==> src/rtl/jtdsp16_ram_arb_if.sv <==
// ============================================================================
// Module   : jtdsp16_ram_arb_if
// Purpose  : Bus bundle between the DSP16 core ports, host port and data RAM.
// Revision : 1.0
// ============================================================================
`default_nettype none

interface jtdsp16_ram_arb_if #(
  parameter int AW = 11,
  parameter int DW = 16
);
  logic          cen;
  logic          cendiv;
  logic          cpu_stall;

  logic [AW-1:0] xa_addr;
  logic [DW-1:0] xa_din;
  logic          xa_rd;
  logic          xa_we;
  logic [DW-1:0] xa_dout;

  logic [AW-1:0] yb_addr;
  logic [DW-1:0] yb_din;
  logic          yb_rd;
  logic          yb_we;
  logic [DW-1:0] yb_dout;

  logic          host_req;
  logic          host_we;
  logic [AW-1:0] host_addr;
  logic [DW-1:0] host_din;
  logic          host_ack;
  logic [DW-1:0] host_dout;

  logic [AW-1:0] ram_addr;
  logic [DW-1:0] ram_din;
  logic          ram_we;
  logic [DW-1:0] ram_dout;

  modport master (
    output cen,
    output xa_addr, xa_din, xa_rd, xa_we,
    output yb_addr, yb_din, yb_rd, yb_we,
    output host_req, host_we, host_addr, host_din,
    output ram_dout,
    input  cendiv, cpu_stall,
    input  xa_dout, yb_dout,
    input  host_ack, host_dout,
    input  ram_addr, ram_din, ram_we
  );

  modport slave (
    input  cen,
    input  xa_addr, xa_din, xa_rd, xa_we,
    input  yb_addr, yb_din, yb_rd, yb_we,
    input  host_req, host_we, host_addr, host_din,
    input  ram_dout,
    output cendiv, cpu_stall,
    output xa_dout, yb_dout,
    output host_ack, host_dout,
    output ram_addr, ram_din, ram_we
  );
endinterface

`default_nettype wire

==> src/rtl/jtdsp16_ram_arb.sv <==
// ============================================================================
// Module   : jtdsp16_ram_arb
// Purpose  : Two-slot DSP16 data RAM scheduler with bounded-wait host access.
// Revision : 1.0
// ============================================================================
`default_nettype none

module jtdsp16_ram_arb #(
  parameter int AW      = 11,
  parameter int DW      = 16,
  parameter int MAXWAIT = 4
) (
  input logic               clk,
  input logic               rst,
  jtdsp16_ram_arb_if.slave  bus
);

  localparam logic [3:0] c_MAXWAIT = 4'(MAXWAIT);

  typedef enum logic [0:0] {
    ST_RUN   = 1'b0,
    ST_STEAL = 1'b1
  } state_t;

  typedef enum logic [1:0] {
    OW_NONE = 2'd0,
    OW_X    = 2'd1,
    OW_Y    = 2'd2,
    OW_H    = 2'd3
  } owner_t;

  state_t        r_state;
  state_t        w_state_nx;
  logic [3:0]    r_wait_cnt;
  logic [3:0]    w_wait_nx;
  logic          r_phase;
  logic          r_cendiv;
  logic          r_stall;
  logic          r_xtag;
  logic          r_ytag;
  logic          r_htag;
  logic          r_hrd;
  logic          r_host_ack;
  logic [DW-1:0] r_xdout;
  logic [DW-1:0] r_ydout;
  logic [DW-1:0] r_hdout;
  logic [AW-1:0] r_addr_last;
  logic [DW-1:0] r_din_last;

  owner_t        w_owner;
  logic          w_steal;
  logic          w_x_act;
  logic          w_y_act;
  logic          w_host_ok;
  logic          w_slot_b;
  logic [AW-1:0] w_addr;
  logic [DW-1:0] w_din;
  logic          w_we;

  assign w_x_act  = bus.xa_rd | bus.xa_we;
  assign w_y_act  = bus.yb_rd | bus.yb_we;
  assign w_slot_b = bus.cen & r_phase;
  // A granted host transaction stays masked until its ack clock has passed
  assign w_host_ok = bus.host_req & ~r_htag & ~r_host_ack;

  // Slot ownership and arbitration state
  always_comb begin
    w_owner    = OW_NONE;
    w_steal    = 1'b0;
    w_state_nx = r_state;
    w_wait_nx  = r_wait_cnt;
    if (!rst) begin
      if (!r_phase) begin
        if (w_x_act) w_owner = OW_X;
      end else if (r_state == ST_STEAL && w_host_ok) begin
        w_owner = OW_H;
        w_steal = 1'b1;
      end else if (w_y_act) begin
        w_owner = OW_Y;
      end else if (w_host_ok) begin
        w_owner = OW_H;
      end
      if (w_slot_b) begin
        case (r_state)
          ST_RUN: begin
            if (w_y_act) begin
              if (w_host_ok) begin
                w_wait_nx = r_wait_cnt + 4'd1;
                if (w_wait_nx == c_MAXWAIT) w_state_nx = ST_STEAL;
              end
            end else if (w_host_ok) begin
              w_wait_nx = 4'd0;
            end
          end
          ST_STEAL: begin
            w_wait_nx  = 4'd0;
            w_state_nx = ST_RUN;
          end
          default: w_state_nx = ST_RUN;
        endcase
      end
    end
  end

  always_ff @(posedge clk) begin
    if (rst) begin
      r_state    <= ST_RUN;
      r_wait_cnt <= 4'd0;
    end else begin
      r_state    <= w_state_nx;
      r_wait_cnt <= w_wait_nx;
    end
  end

  // RAM drive; address and data hold when nobody owns the slot
  always_comb begin
    w_addr = r_addr_last;
    w_din  = r_din_last;
    w_we   = 1'b0;
    case (w_owner)
      OW_X: begin
        w_addr = bus.xa_addr;
        w_din  = bus.xa_din;
        w_we   = bus.xa_we;
      end
      OW_Y: begin
        w_addr = bus.yb_addr;
        w_din  = bus.yb_din;
        w_we   = bus.yb_we;
      end
      OW_H: begin
        w_addr = bus.host_addr;
        w_din  = bus.host_din;
        w_we   = bus.host_we;
      end
      default: ;
    endcase
  end

  assign bus.ram_addr  = w_addr;
  assign bus.ram_din   = w_din;
  assign bus.ram_we    = w_we & bus.cen;
  assign bus.cendiv    = r_cendiv;
  assign bus.cpu_stall = r_stall;
  assign bus.xa_dout   = r_xdout;
  assign bus.yb_dout   = r_ydout;
  assign bus.host_dout = r_hdout;
  assign bus.host_ack  = r_host_ack;

  always_ff @(posedge clk) begin
    if (rst) begin
      r_phase     <= 1'b0;
      r_cendiv    <= 1'b0;
      r_stall     <= 1'b0;
      r_xtag      <= 1'b0;
      r_ytag      <= 1'b0;
      r_htag      <= 1'b0;
      r_hrd       <= 1'b0;
      r_host_ack  <= 1'b0;
      r_xdout     <= '0;
      r_ydout     <= '0;
      r_hdout     <= '0;
      r_addr_last <= '0;
      r_din_last  <= '0;
    end else begin
      if (bus.cen) begin
        r_phase <= ~r_phase;
        if (w_owner != OW_NONE) begin
          r_addr_last <= w_addr;
          r_din_last  <= w_din;
        end
      end
      r_cendiv <= w_slot_b & ~w_steal;
      if (w_slot_b) r_stall <= w_steal;
      // Read tags live one clock; a write on the same port suppresses capture
      r_xtag     <= bus.cen & (w_owner == OW_X) & ~bus.xa_we;
      r_ytag     <= bus.cen & (w_owner == OW_Y) & ~bus.yb_we;
      r_htag     <= bus.cen & (w_owner == OW_H);
      r_hrd      <= bus.cen & (w_owner == OW_H) & ~bus.host_we;
      r_host_ack <= r_htag;
      if (r_xtag) r_xdout <= bus.ram_dout;
      if (r_ytag) r_ydout <= bus.ram_dout;
      if (r_hrd)  r_hdout <= bus.ram_dout;
    end
  end

endmodule

`default_nettype wire

==> src/flat_wrapper.sv <==
// flat-port wrapper written by rule: the top's interface ports become plain ports
module jtdsp16_ram_arb_flat 
#(
  parameter int AW      = 11,
  parameter int DW      = 16,
  parameter int MAXWAIT = 4
)
  (clk, rst, bus_cen, bus_xa_addr, bus_xa_din, bus_xa_rd, bus_xa_we, bus_yb_addr, bus_yb_din, bus_yb_rd, bus_yb_we, bus_host_req, bus_host_we, bus_host_addr, bus_host_din, bus_ram_dout, bus_cendiv, bus_cpu_stall, bus_xa_dout, bus_yb_dout, bus_host_ack, bus_host_dout, bus_ram_addr, bus_ram_din, bus_ram_we);
  jtdsp16_ram_arb_if #(.AW(AW), .DW(DW)) bus_i ();
  input logic clk;
  input logic rst;
  input wire logic [$bits(bus_i.cen)-1:0] bus_cen;
  input wire logic [$bits(bus_i.xa_addr)-1:0] bus_xa_addr;
  input wire logic [$bits(bus_i.xa_din)-1:0] bus_xa_din;
  input wire logic [$bits(bus_i.xa_rd)-1:0] bus_xa_rd;
  input wire logic [$bits(bus_i.xa_we)-1:0] bus_xa_we;
  input wire logic [$bits(bus_i.yb_addr)-1:0] bus_yb_addr;
  input wire logic [$bits(bus_i.yb_din)-1:0] bus_yb_din;
  input wire logic [$bits(bus_i.yb_rd)-1:0] bus_yb_rd;
  input wire logic [$bits(bus_i.yb_we)-1:0] bus_yb_we;
  input wire logic [$bits(bus_i.host_req)-1:0] bus_host_req;
  input wire logic [$bits(bus_i.host_we)-1:0] bus_host_we;
  input wire logic [$bits(bus_i.host_addr)-1:0] bus_host_addr;
  input wire logic [$bits(bus_i.host_din)-1:0] bus_host_din;
  input wire logic [$bits(bus_i.ram_dout)-1:0] bus_ram_dout;
  output wire logic [$bits(bus_i.cendiv)-1:0] bus_cendiv;
  output wire logic [$bits(bus_i.cpu_stall)-1:0] bus_cpu_stall;
  output wire logic [$bits(bus_i.xa_dout)-1:0] bus_xa_dout;
  output wire logic [$bits(bus_i.yb_dout)-1:0] bus_yb_dout;
  output wire logic [$bits(bus_i.host_ack)-1:0] bus_host_ack;
  output wire logic [$bits(bus_i.host_dout)-1:0] bus_host_dout;
  output wire logic [$bits(bus_i.ram_addr)-1:0] bus_ram_addr;
  output wire logic [$bits(bus_i.ram_din)-1:0] bus_ram_din;
  output wire logic [$bits(bus_i.ram_we)-1:0] bus_ram_we;
  assign bus_i.cen = bus_cen;
  assign bus_i.xa_addr = bus_xa_addr;
  assign bus_i.xa_din = bus_xa_din;
  assign bus_i.xa_rd = bus_xa_rd;
  assign bus_i.xa_we = bus_xa_we;
  assign bus_i.yb_addr = bus_yb_addr;
  assign bus_i.yb_din = bus_yb_din;
  assign bus_i.yb_rd = bus_yb_rd;
  assign bus_i.yb_we = bus_yb_we;
  assign bus_i.host_req = bus_host_req;
  assign bus_i.host_we = bus_host_we;
  assign bus_i.host_addr = bus_host_addr;
  assign bus_i.host_din = bus_host_din;
  assign bus_i.ram_dout = bus_ram_dout;
  assign bus_cendiv = bus_i.cendiv;
  assign bus_cpu_stall = bus_i.cpu_stall;
  assign bus_xa_dout = bus_i.xa_dout;
  assign bus_yb_dout = bus_i.yb_dout;
  assign bus_host_ack = bus_i.host_ack;
  assign bus_host_dout = bus_i.host_dout;
  assign bus_ram_addr = bus_i.ram_addr;
  assign bus_ram_din = bus_i.ram_din;
  assign bus_ram_we = bus_i.ram_we;
  jtdsp16_ram_arb #(.AW(AW), .DW(DW), .MAXWAIT(MAXWAIT)) u_core (.clk(clk), .rst(rst), .bus(bus_i));
endmodule
==> config.mk <==
export PLATFORM = sky130hd
export DESIGN_NAME = jtdsp16_ram_arb_flat
export DESIGN_NICKNAME = d
export VERILOG_FILES = /design/src/rtl/jtdsp16_ram_arb_if.sv /design/src/rtl/jtdsp16_ram_arb.sv /design/src/flat_wrapper.sv
export SDC_FILE = /design/constraint.sdc
export NUM_CORES = 1
export LEC_CHECK = 0
export ABC_AREA = 1
export BUFFER_PORTS_ARGS = -buffer_cell sky130_fd_sc_hd__buf_2
export CAP_MARGIN = 20
export CORE_MARGIN = 4
export CORE_UTILIZATION = 30
export DETAILED_ROUTE_END_ITERATION = 8
export PLACE_DENSITY = 0.64
export SYNTH_ARGS = -nofsm -noshare
export SYNTH_HDL_FRONTEND = slang
export SYNTH_SLANG_ARGS = --single-unit
export TNS_END_PERCENT = 10
==> constraint.sdc <==
create_clock -name clk -period 4.6 [get_ports clk]
set_input_delay 0.69 -clock clk [delete_from_list [all_inputs] [get_ports clk]]
set_output_delay 0.69 -clock clk [all_outputs]
set_load 0.05 [all_outputs]
After elaboration in Yosys (flattened, before gate mapping)

Index checks and enable logic that the tools add are counted.

Add/sub/neg operators: 1
Multipliers: 0
Div/mod/pow operators: 0
Magnitude comparators: 0
Eq/ne operators: 5
Shift operators: 0
Mux-type cells: 20
Bitwise logic cells: 21
Reduce and logical (&&, ||, !) cells: 4

Operators with widths:

| kind                                                  | number |
|---|---|
| case mux 16 bit (3 select lines)                      | 1 |
| case mux 11 bit (3 select lines)                      | 1 |
| two-way mux 4 bit                                     | 3 |
| bitwise AND 1 bit                                     | 11 |
| two-way mux 2 bit                                     | 5 |
| inverter 1 bit                                        | 8 |
| case mux 4 bit (2 select lines)                       | 1 |
| two-way mux 1 bit                                     | 7 |
| adder 4 x 1 -> 4 bit, second input constant           | 1 |
| equality test 2 bit, second input constant            | 2 |
| equality test 4 x 3 -> 1 bit, second input constant   | 1 |
| AND reduction 2 bit                                   | 2 |
| case mux 1 bit (3 select lines)                       | 1 |
| equality test 2 x 1 -> 1 bit, second input constant   | 1 |
| inequality test 2 x 1 -> 1 bit, second input constant | 1 |
| bitwise OR 1 bit                                      | 2 |
| case mux 1 bit (2 select lines)                       | 1 |
| nonzero test 2 bit                                    | 1 |
| logical AND 1 bit                                     | 1 |

Register bits after elaboration: 88
Bits in latches: 0
RAM bits: 0
Memory bits (read-only): 0
Output and inout port bits: 79
Memories kept: 0

Depth between registers and ports, before layout

Gate-level depths: netlist (run 1).

Word-level depth: 11
Depth in mapped cells: 13
Depth with buffers taken out: 11

Least setup slack after synthesis (run 1)

No wires, ideal clock.

Kind: input to output
Start point: in bus_yb_rd
End point: out bus_ram_addr[7]
Arrival time: 1991 ps
Setup slack: 1919 ps
Stages on the path: 10
Path buffers: 2
Cell sequence: o21ai_2 -> nand2_1 -> nand2_2 -> nand2_2 -> buf_8 -> nor2_8 -> buf_8 -> nand2_2 -> nand3_2 -> o21a_1

Cells in the longest elaborated chain, start to end: 7

RTL lines:

| item                                                                       | RTL line               | text |
|---|---|---|
| from (decl)                                                                | flat_wrapper.sv:19     | `input wire logic [$bits(bus_i.yb_rd)-1:0] bus_yb_rd;` |
| bitwise OR 1 bit (*)                                                       | jtdsp16_ram_arb.sv:61  | `assign w_y_act = bus.yb_rd \| bus.yb_we;` |
| two-way mux 2 bit (*)                                                      | jtdsp16_ram_arb.sv:78  | `end else if (w_y_act) begin` |
| two-way mux 2 bit (*)                                                      | jtdsp16_ram_arb.sv:75  | `end else if (r_state == ST_STEAL && w_host_ok) begin` |
| two-way mux 2 bit (*)                                                      | jtdsp16_ram_arb.sv:73  | `if (!r_phase) begin` |
| two-way mux 2 bit (*)                                                      | jtdsp16_ram_arb.sv:72  | `if (!rst) begin` |
| equality test 2 bit / equality test 2 x 1 -> 1 bit (equally long branches) | jtdsp16_ram_arb.sv:120 | `case (w_owner)` |
| case mux 11 bit (3 select lines) (*)                                       | jtdsp16_ram_arb.sv:120 |  |
| to (decl)                                                                  | flat_wrapper.sv:32     | `output wire logic [$bits(bus_i.ram_addr)-1:0] bus_ram_addr;` |

Mark *: on every way between the ends. The rest lies on a longest branch, timed or not.

Final worst setup path (run 1)

Start point: in bus_host_req
End point: out bus_ram_din[8]

Cells in the longest elaborated chain, start to end: 9

RTL lines:

| item                                                                       | RTL line               | text |
|---|---|---|
| from (decl)                                                                | flat_wrapper.sv:21     | `input wire logic [$bits(bus_i.host_req)-1:0] bus_host_req;` |
| bitwise AND 1 bit (*) (2 in a row)                                         | jtdsp16_ram_arb.sv:64  | `assign w_host_ok = bus.host_req & ~r_htag & ~r_host_ack;` |
| two-way mux 2 bit                                                          | jtdsp16_ram_arb.sv:80  | `end else if (w_host_ok) begin` |
| two-way mux 2 bit                                                          | jtdsp16_ram_arb.sv:78  |  |
| two-way mux 2 bit (*)                                                      | jtdsp16_ram_arb.sv:75  |  |
| two-way mux 2 bit (*)                                                      | jtdsp16_ram_arb.sv:73  |  |
| two-way mux 2 bit (*)                                                      | jtdsp16_ram_arb.sv:72  |  |
| equality test 2 bit / equality test 2 x 1 -> 1 bit (equally long branches) | jtdsp16_ram_arb.sv:120 |  |
| case mux 16 bit (3 select lines) (*)                                       | jtdsp16_ram_arb.sv:120 |  |
| to (decl)                                                                  | flat_wrapper.sv:33     | `output wire logic [$bits(bus_i.ram_din)-1:0] bus_ram_din;` |

Marked as above.

==> impl_metrics.yaml, run 1 <==
floorplan:
  core_area_um2: 14000
  initial_core_util_pct: 30.8
  placement_rows: 43
  die_w_um: 128
  die_area_um2: 16400
  pin_count: 185
  chipHeight_um: 128
logic_synthesis:
  synthesis.nets: 684
  yosysWarningCount: 0
  synth_cell_types: 34
  post_synth.cell_area_avg_um2: 7.48
  synthArstFlopShare_pct: 0
  ys_seq_area_share_pct: 40.8
  synth.area.top_cells: "dfxtp_1 41%, nor2_1 14%, o21ai_0 8.7%"
  yosys.area.top_type: "dfxtp_1"
  synth_seq_cells: 88
  syn-instance-count: 577
  synthFlopType: "dfxtp_1"
  synthMuxAreaShare_pct: 0
  synth_top_family_by_area: "simple AND/OR/NAND/NOR gates"
  synth_area_um2: 4320
  synthAdderAreaFrac_pct: 0.290
  synth-simple-area-share_pct: 29.6
  synth-edff-count: 0
  yosys.area_share.xor_xnor_pct: 0.406
  synthTopCellsByCount: "160 x nor2_1, 88 x dfxtp_1, 75 x o21ai_0, 38 x nand3_1, 29 x nand4_1"
  yosysTopAreaCellShare_pct: 40.8
  synth_compound_area_share_pct: 21.9
  yosysMostFrequentCell: "nor2_1"
clocking:
  ctsHtreeMaxLevel: 3
  cts_tree: "yes"
  root_buffer: "clkbuf_16"
  worstSkewPairLatency_ns: 0.34
  cts_buffers: 9
  numClockSinks: 88
  cts_resized: 0
  clockBufferDepth: 2
  clkTransAtPathRegs_ns: 0.06
  post_cts_buffers: 0
  cts_hold_buf: 0
critical_path:
  critPathMaxFanout: 26
  critPathLaunchType: "input port"
  timing.rr.start: "u_core.bus.host_ack"
  startpoint: "bus_host_req"
  endpoint_kind: "output pin"
  path_class: "in2out"
  r2r_setup_slack_ns: 2.29
  crit_end: "bus_ram_din[8]"
  ff2ff_path_depth: 10
  cp.required_ns: 3.91
  arrival_ns: 2.64
  timing.rr.end: "u_core.r_addr_last[5]"
drt:
  first_iter_violations: 194
  drc_errors: 0
  via_per_inst: 5.07
  final_antenna_net_count: 0
  dr.pass1.iters: 4
  vias: 4669
  routed_wl_um: 15400
  wl_per_cell_um: 16.8
grt:
  grt.total_usage_pct: 18.4
  grt_pass1_vias: 4407
  gr-total-overflow: 0
  grt_pass1_wl_um: 23700
  antenna_found_initial: 0
  grt_max_degree: 80
final_layout:
  register_area_um2: 1760
  fin_nets: 843
  layout-drive-gt1-share_pct: 32.9
  fillCellCount: 1497
  syn_to_final_growth_pct: 28.7
  diodes: 0
  multi_input_comb_area_um2: 2250
min_path:
  hold_path_class: "reg2reg"
sta:
  timing.fmax_mhz: 300
  setup_viol: 0
  tightest_slew_ns: 0.703
  relSlewSlack_pct: 53.1
  hold_viol: 0
  clock_skew_ns: 0.00585
  holdWs_ns: 0.449
  rsz0062_at_grt: "no"
  setup-tns-final_ns: 0
  slew_viol_final: 0
  fin_crit_sh_pct: 72.4
  period_minus_slack_ns: 3.33
placed_design:
  place_congestion: 1.01
  portBuffers: 184
  hpwlAfterDp_um: 11400
outcome:
  status: "finished clean"
power_and_ir_drop:
  p_leak_nw: 2.61
  power_density_nw_per_um2: 375
  ir_worst_vdd_mv: 0.222
flow_run:
  cap_violations: 0
state kept, by name (all words and copies together), names as in the netlist:
signal / cells
u_core.r_hrd: 1
u_core.r_ytag: 1
u_core.bus.cendiv: 1
u_core.r_xtag: 1
u_core.bus.yb_dout: 16
u_core.bus.host_dout: 16
u_core.r_htag: 1
u_core.r_phase: 1
u_core.r_state: 1
u_core.r_din_last: 16
u_core.bus.cpu_stall: 1
u_core.r_wait_cnt: 4
u_core.bus.host_ack: 1
u_core.r_addr_last: 11
u_core.bus.xa_dout: 16
cell families after synthesis:
group                    count (synthesis)
AND/OR/NAND/NOR                        272
AO/OA/AOI/OAI                          157
adder cells (fa/ha/maj)                  1
buffers and inverters                   57
XOR/XNOR                                 2
flip-flops                              88
cell usage in the layout (no fill, tap or decap):
cell type,Yosys,routed
a211oi_1,1,1
a21boi_0,16,16
a21oi_1,18,18
a21oi_2,4,4
a21oi_4,1,1
a22oi_1,1,1
buf_2,12,184
buf_4,2,5
bufinv_16,0,1
clkbuf_1,19,1
clkbuf_16,0,9
clkinv_1,1,1
clkinv_2,0,1
clkinvlp_4,0,2
dfxtp_1,88,88
ha_1,1,1
inv_1,9,9
inv_2,6,6
inv_6,0,2
nand2_1,16,16
nand2_2,12,12
nand2_4,2,2
nand3_1,38,38
nand3_2,9,9
nand3_4,1,1
nand4_1,29,29
nor2_1,160,160
nor2_8,1,1
nor3_1,3,3
nor4_1,1,1
o211a_1,1,1
o21a_1,27,27
o21ai_0,75,75
o21ai_1,9,9
o21ai_2,4,4
xor2_1,2,2
worst min path at each step:
stage,from,endpoint,slack [ns],cells after the start
3_5_place_dp,u_core.r_htag,u_core.bus.host_ack,0.44,2
5_1_grt,u_core.r_htag,u_core.bus.host_ack,0.47,2
2_1_floorplan,u_core.r_htag,u_core.bus.host_ack,0.42,2
6_report,u_core.r_htag,u_core.bus.host_ack,0.45,2
4_1_cts,u_core.r_htag,u_core.bus.host_ack,0.45,2
3_3_place_gp,u_core.r_htag,u_core.bus.host_ack,0.44,2
power by group:
part / switching, mW / internal [mW] / total (mW)
Clock: 0.317 / 0.424 / 0.741
Sequential: 0.0199 / 0.796 / 0.816
Combinational: 0.383 / 0.145 / 0.528
Total: 0.720 / 1.37 / 2.09
worst max-delay path: stages:
cell and delay, ns:
buf_2 0.11, nand2_1 0.06, nor2_1 0.05, nand2_1 0.07, nand2_2 0.06, nand2_2 0.51
buf_4 0.37, nand3_1 0.11, nand3_1 0.14, o21a_1 0.18, buf_2 0.28
stage by stage:
step	setup WS [ns]	total power [mW]	util [%]	instance area, um^2	cells
finish	1.27	2.09	39.7	5560	921
global route	1.13	2.18	39.7	5560	921
CTS	1.28	2.11	39.7	5560	921
detailed placement	1.29	1.36	37.6	5260	905
global placement	1.32	1.36	37.6	5260	905
floorplan	1.92	1.21	-	4320	577
routing by layer:
metal | wire [um] | track usage [%] | vias to the layer above
met4 | 596 | 7.74 | 0
met5 | 0 | 0 | -
met1 | 6230 | 22.1 | 2110
met2 | 6960 | 29.2 | 241
li1 | - | - | 2280
met3 | 1650 | 7.29 | 38
area by class of cell:
type	count	share of cell area, %
clock buffer	10	4.12
multi-input combinational	432	40.6
timing repair buffer	189	17.3
clock inverter	6	1.22
inverter	16	1.08
tap	180	4.05
sequential	88	31.7
Power figures use the tool's default switching activity.
==> run 2, diff against run 1 <==
==> constraint.sdc (replaced) <==
create_clock -name clk -period 3.4 [get_ports clk]
set_input_delay 0.51 -clock clk [delete_from_list [all_inputs] [get_ports clk]]
set_output_delay 0.51 -clock clk [all_outputs]
set_load 0.05 [all_outputs]
==> impl_metrics.yaml, run 2 (same netlist as run 1, synthesis figures left out) <==
outcome:
  status: "finished clean"
power_and_ir_drop:
  power.share.clock_pct: 34.6
  ir_worst_vdd_mv: 0.209
  p_comb_share_pct: 25.7
  p_int_mw: 1.80
  seqPwrFrac_pct: 39.7
  p_leak_nw: 2.61
  p_switching_mw: 0.981
  netSwitchingFraction_pct: 35.3
  power_density_nw_per_um2: 500
sta:
  clock_skew_ns: 0.00654
  relSlewSlack_pct: 51.2
  tightest_slew_ns: 0.733
  period_minus_slack_ns: 2.97
  rsz0062_at_grt: "no"
  layout_setup_ws_ns: 0.427
  slew_viol_final: 0
  timing.fmax_mhz: 336
  setup_viol: 0
  holdWs_ns: 0.375
  hold_viol: 0
  setup-tns-final_ns: 0
  fin_crit_sh_pct: 87.4
critical_path:
  crit_end: "bus_ram_addr[8]"
  ff2ff_path_depth: 10
  r2r_setup_slack_ns: 1.02
  endpoint_kind: "output pin"
  timing.rr.end: "u_core.r_din_last[3]"
  startpoint: "u_core.r_htag"
  arrival_ns: 2.46
  critPathMaxFanout: 18
  path_class: "reg2out"
  critPathLaunchType: "flip-flop"
  cp.required_ns: 2.89
  timing.rr.start: "u_core.bus.host_ack"
drt:
  dr.pass1.iters: 4
  drc_errors: 0
  wl_per_cell_um: 16.4
  final_antenna_net_count: 0
  routed_wl_um: 15100
  first_iter_violations: 214
  vias: 4622
  via_per_inst: 5.00
final_layout:
  syn_to_final_growth_pct: 28.9
  fin_cells: 924
  post-route-util_pct: 39.8
  fin_nets: 845
  final_common_cell: "buf_2"
  layout-drive-gt1-share_pct: 33.2
  final_cell_mix: "184 x buf_2, 160 x nor2_1, 88 x dfxtp_1"
clocking:
  cts_hold_buf: 0
  cts_buffers: 9
  clkTransAtPathRegs_ns: 0.06
  ctsHtreeMaxLevel: 3
  numClockSinks: 88
  worstSkewPairLatency_ns: 0.34
  post_cts_buffers: 0
  cts_tree: "yes"
  root_buffer: "clkbuf_16"
  cts_resized: 0
  clockBufferDepth: 2
grt:
  grt_pass1_vias: 4541
  grt_max_degree: 80
  use_met2_pct: 29.7
  grt_util_met3_pct: 8.08
  grt.met1_usage_pct: 21.4
  grt.busiest_layer: "met2"
  gr-total-overflow: 0
  grt_pass1_wl_um: 23800
  antenna_found_initial: 1
  grt.total_usage_pct: 18.2
placed_design:
  portBuffers: 184
  hpwlAfterDp_um: 11000
  dp.cells: 907
  place_congestion: 0.857
  pre_cts_ws_ns: 0.522
floorplan:
  die_w_um: 128
  chipHeight_um: 128
  core_area_um2: 14000
  pin_count: 185
  initial_core_util_pct: 30.8
  die_area_um2: 16400
  placement_rows: 43
flow_run:
  cap_violations: 0
min_path:
  hold_path_class: "in2reg"
## run 2: final cells by class
cell class / count / area [um^2]
Fill cell: 1557 / 8420
Multi-Input combinational cell: 432 / 2250
Sequential cell: 88 / 1760
Timing Repair Buffer: 191 / 973
Clock buffer: 10 / 239
Tap cell: 180 / 225
Inverter: 16 / 60.1
Clock inverter: 6 / 48.8
Antenna cell: 1 / 2.50
## run 2: through the flow
step	cell area, um^2	power [mW]
global placement	5270	1.84
global route	5560	2.91
detailed placement	5270	1.84
finish	5560	2.78
CTS	5560	2.82
floorplan	4320	1.64
## run 2: worst min path at each step
stage / start / to / slack (ns) / cells after the start
6_report: bus_host_we / u_core.r_hrd / 0.38 / 2
5_1_grt: bus_host_we / u_core.r_hrd / 0.36 / 2
4_1_cts: bus_host_we / u_core.r_hrd / 0.36 / 2
3_5_place_dp: u_core.r_htag / u_core.bus.host_ack / 0.45 / 2
3_3_place_gp: u_core.r_htag / u_core.bus.host_ack / 0.45 / 2
2_1_floorplan: u_core.r_htag / u_core.bus.host_ack / 0.42 / 2
## run 2: critical path: stages, from the launching register on
cell and delay [ns]:
dfxtp_1 0.32, clkinv_1 0.06, nand3_2 0.10, nand2_4 0.21
nand2_2 0.30, inv_2 0.37, nand4_1 0.14, nand3_1 0.14
o21a_1 0.17, buf_2 0.28
## run 2: routing by layer
metal / part of all wire (%) / vias up
met5: 0.086 / -
met4: 2.6 / 2
met3: 10 / 24
met2: 45 / 188
met1: 42 / 2114
li1: - / 2294
## run 2: power groups by stage
stage,combinational [mW],clock [mW],sequential [mW]
2_1_floorplan,0.464,0,1.18
3_3_place_gp,0.719,0,1.13
5_1_grt,0.768,1.03,1.11
3_5_place_dp,0.717,0,1.13
4_1_cts,0.719,0.997,1.10
6_report,0.714,0.963,1.10
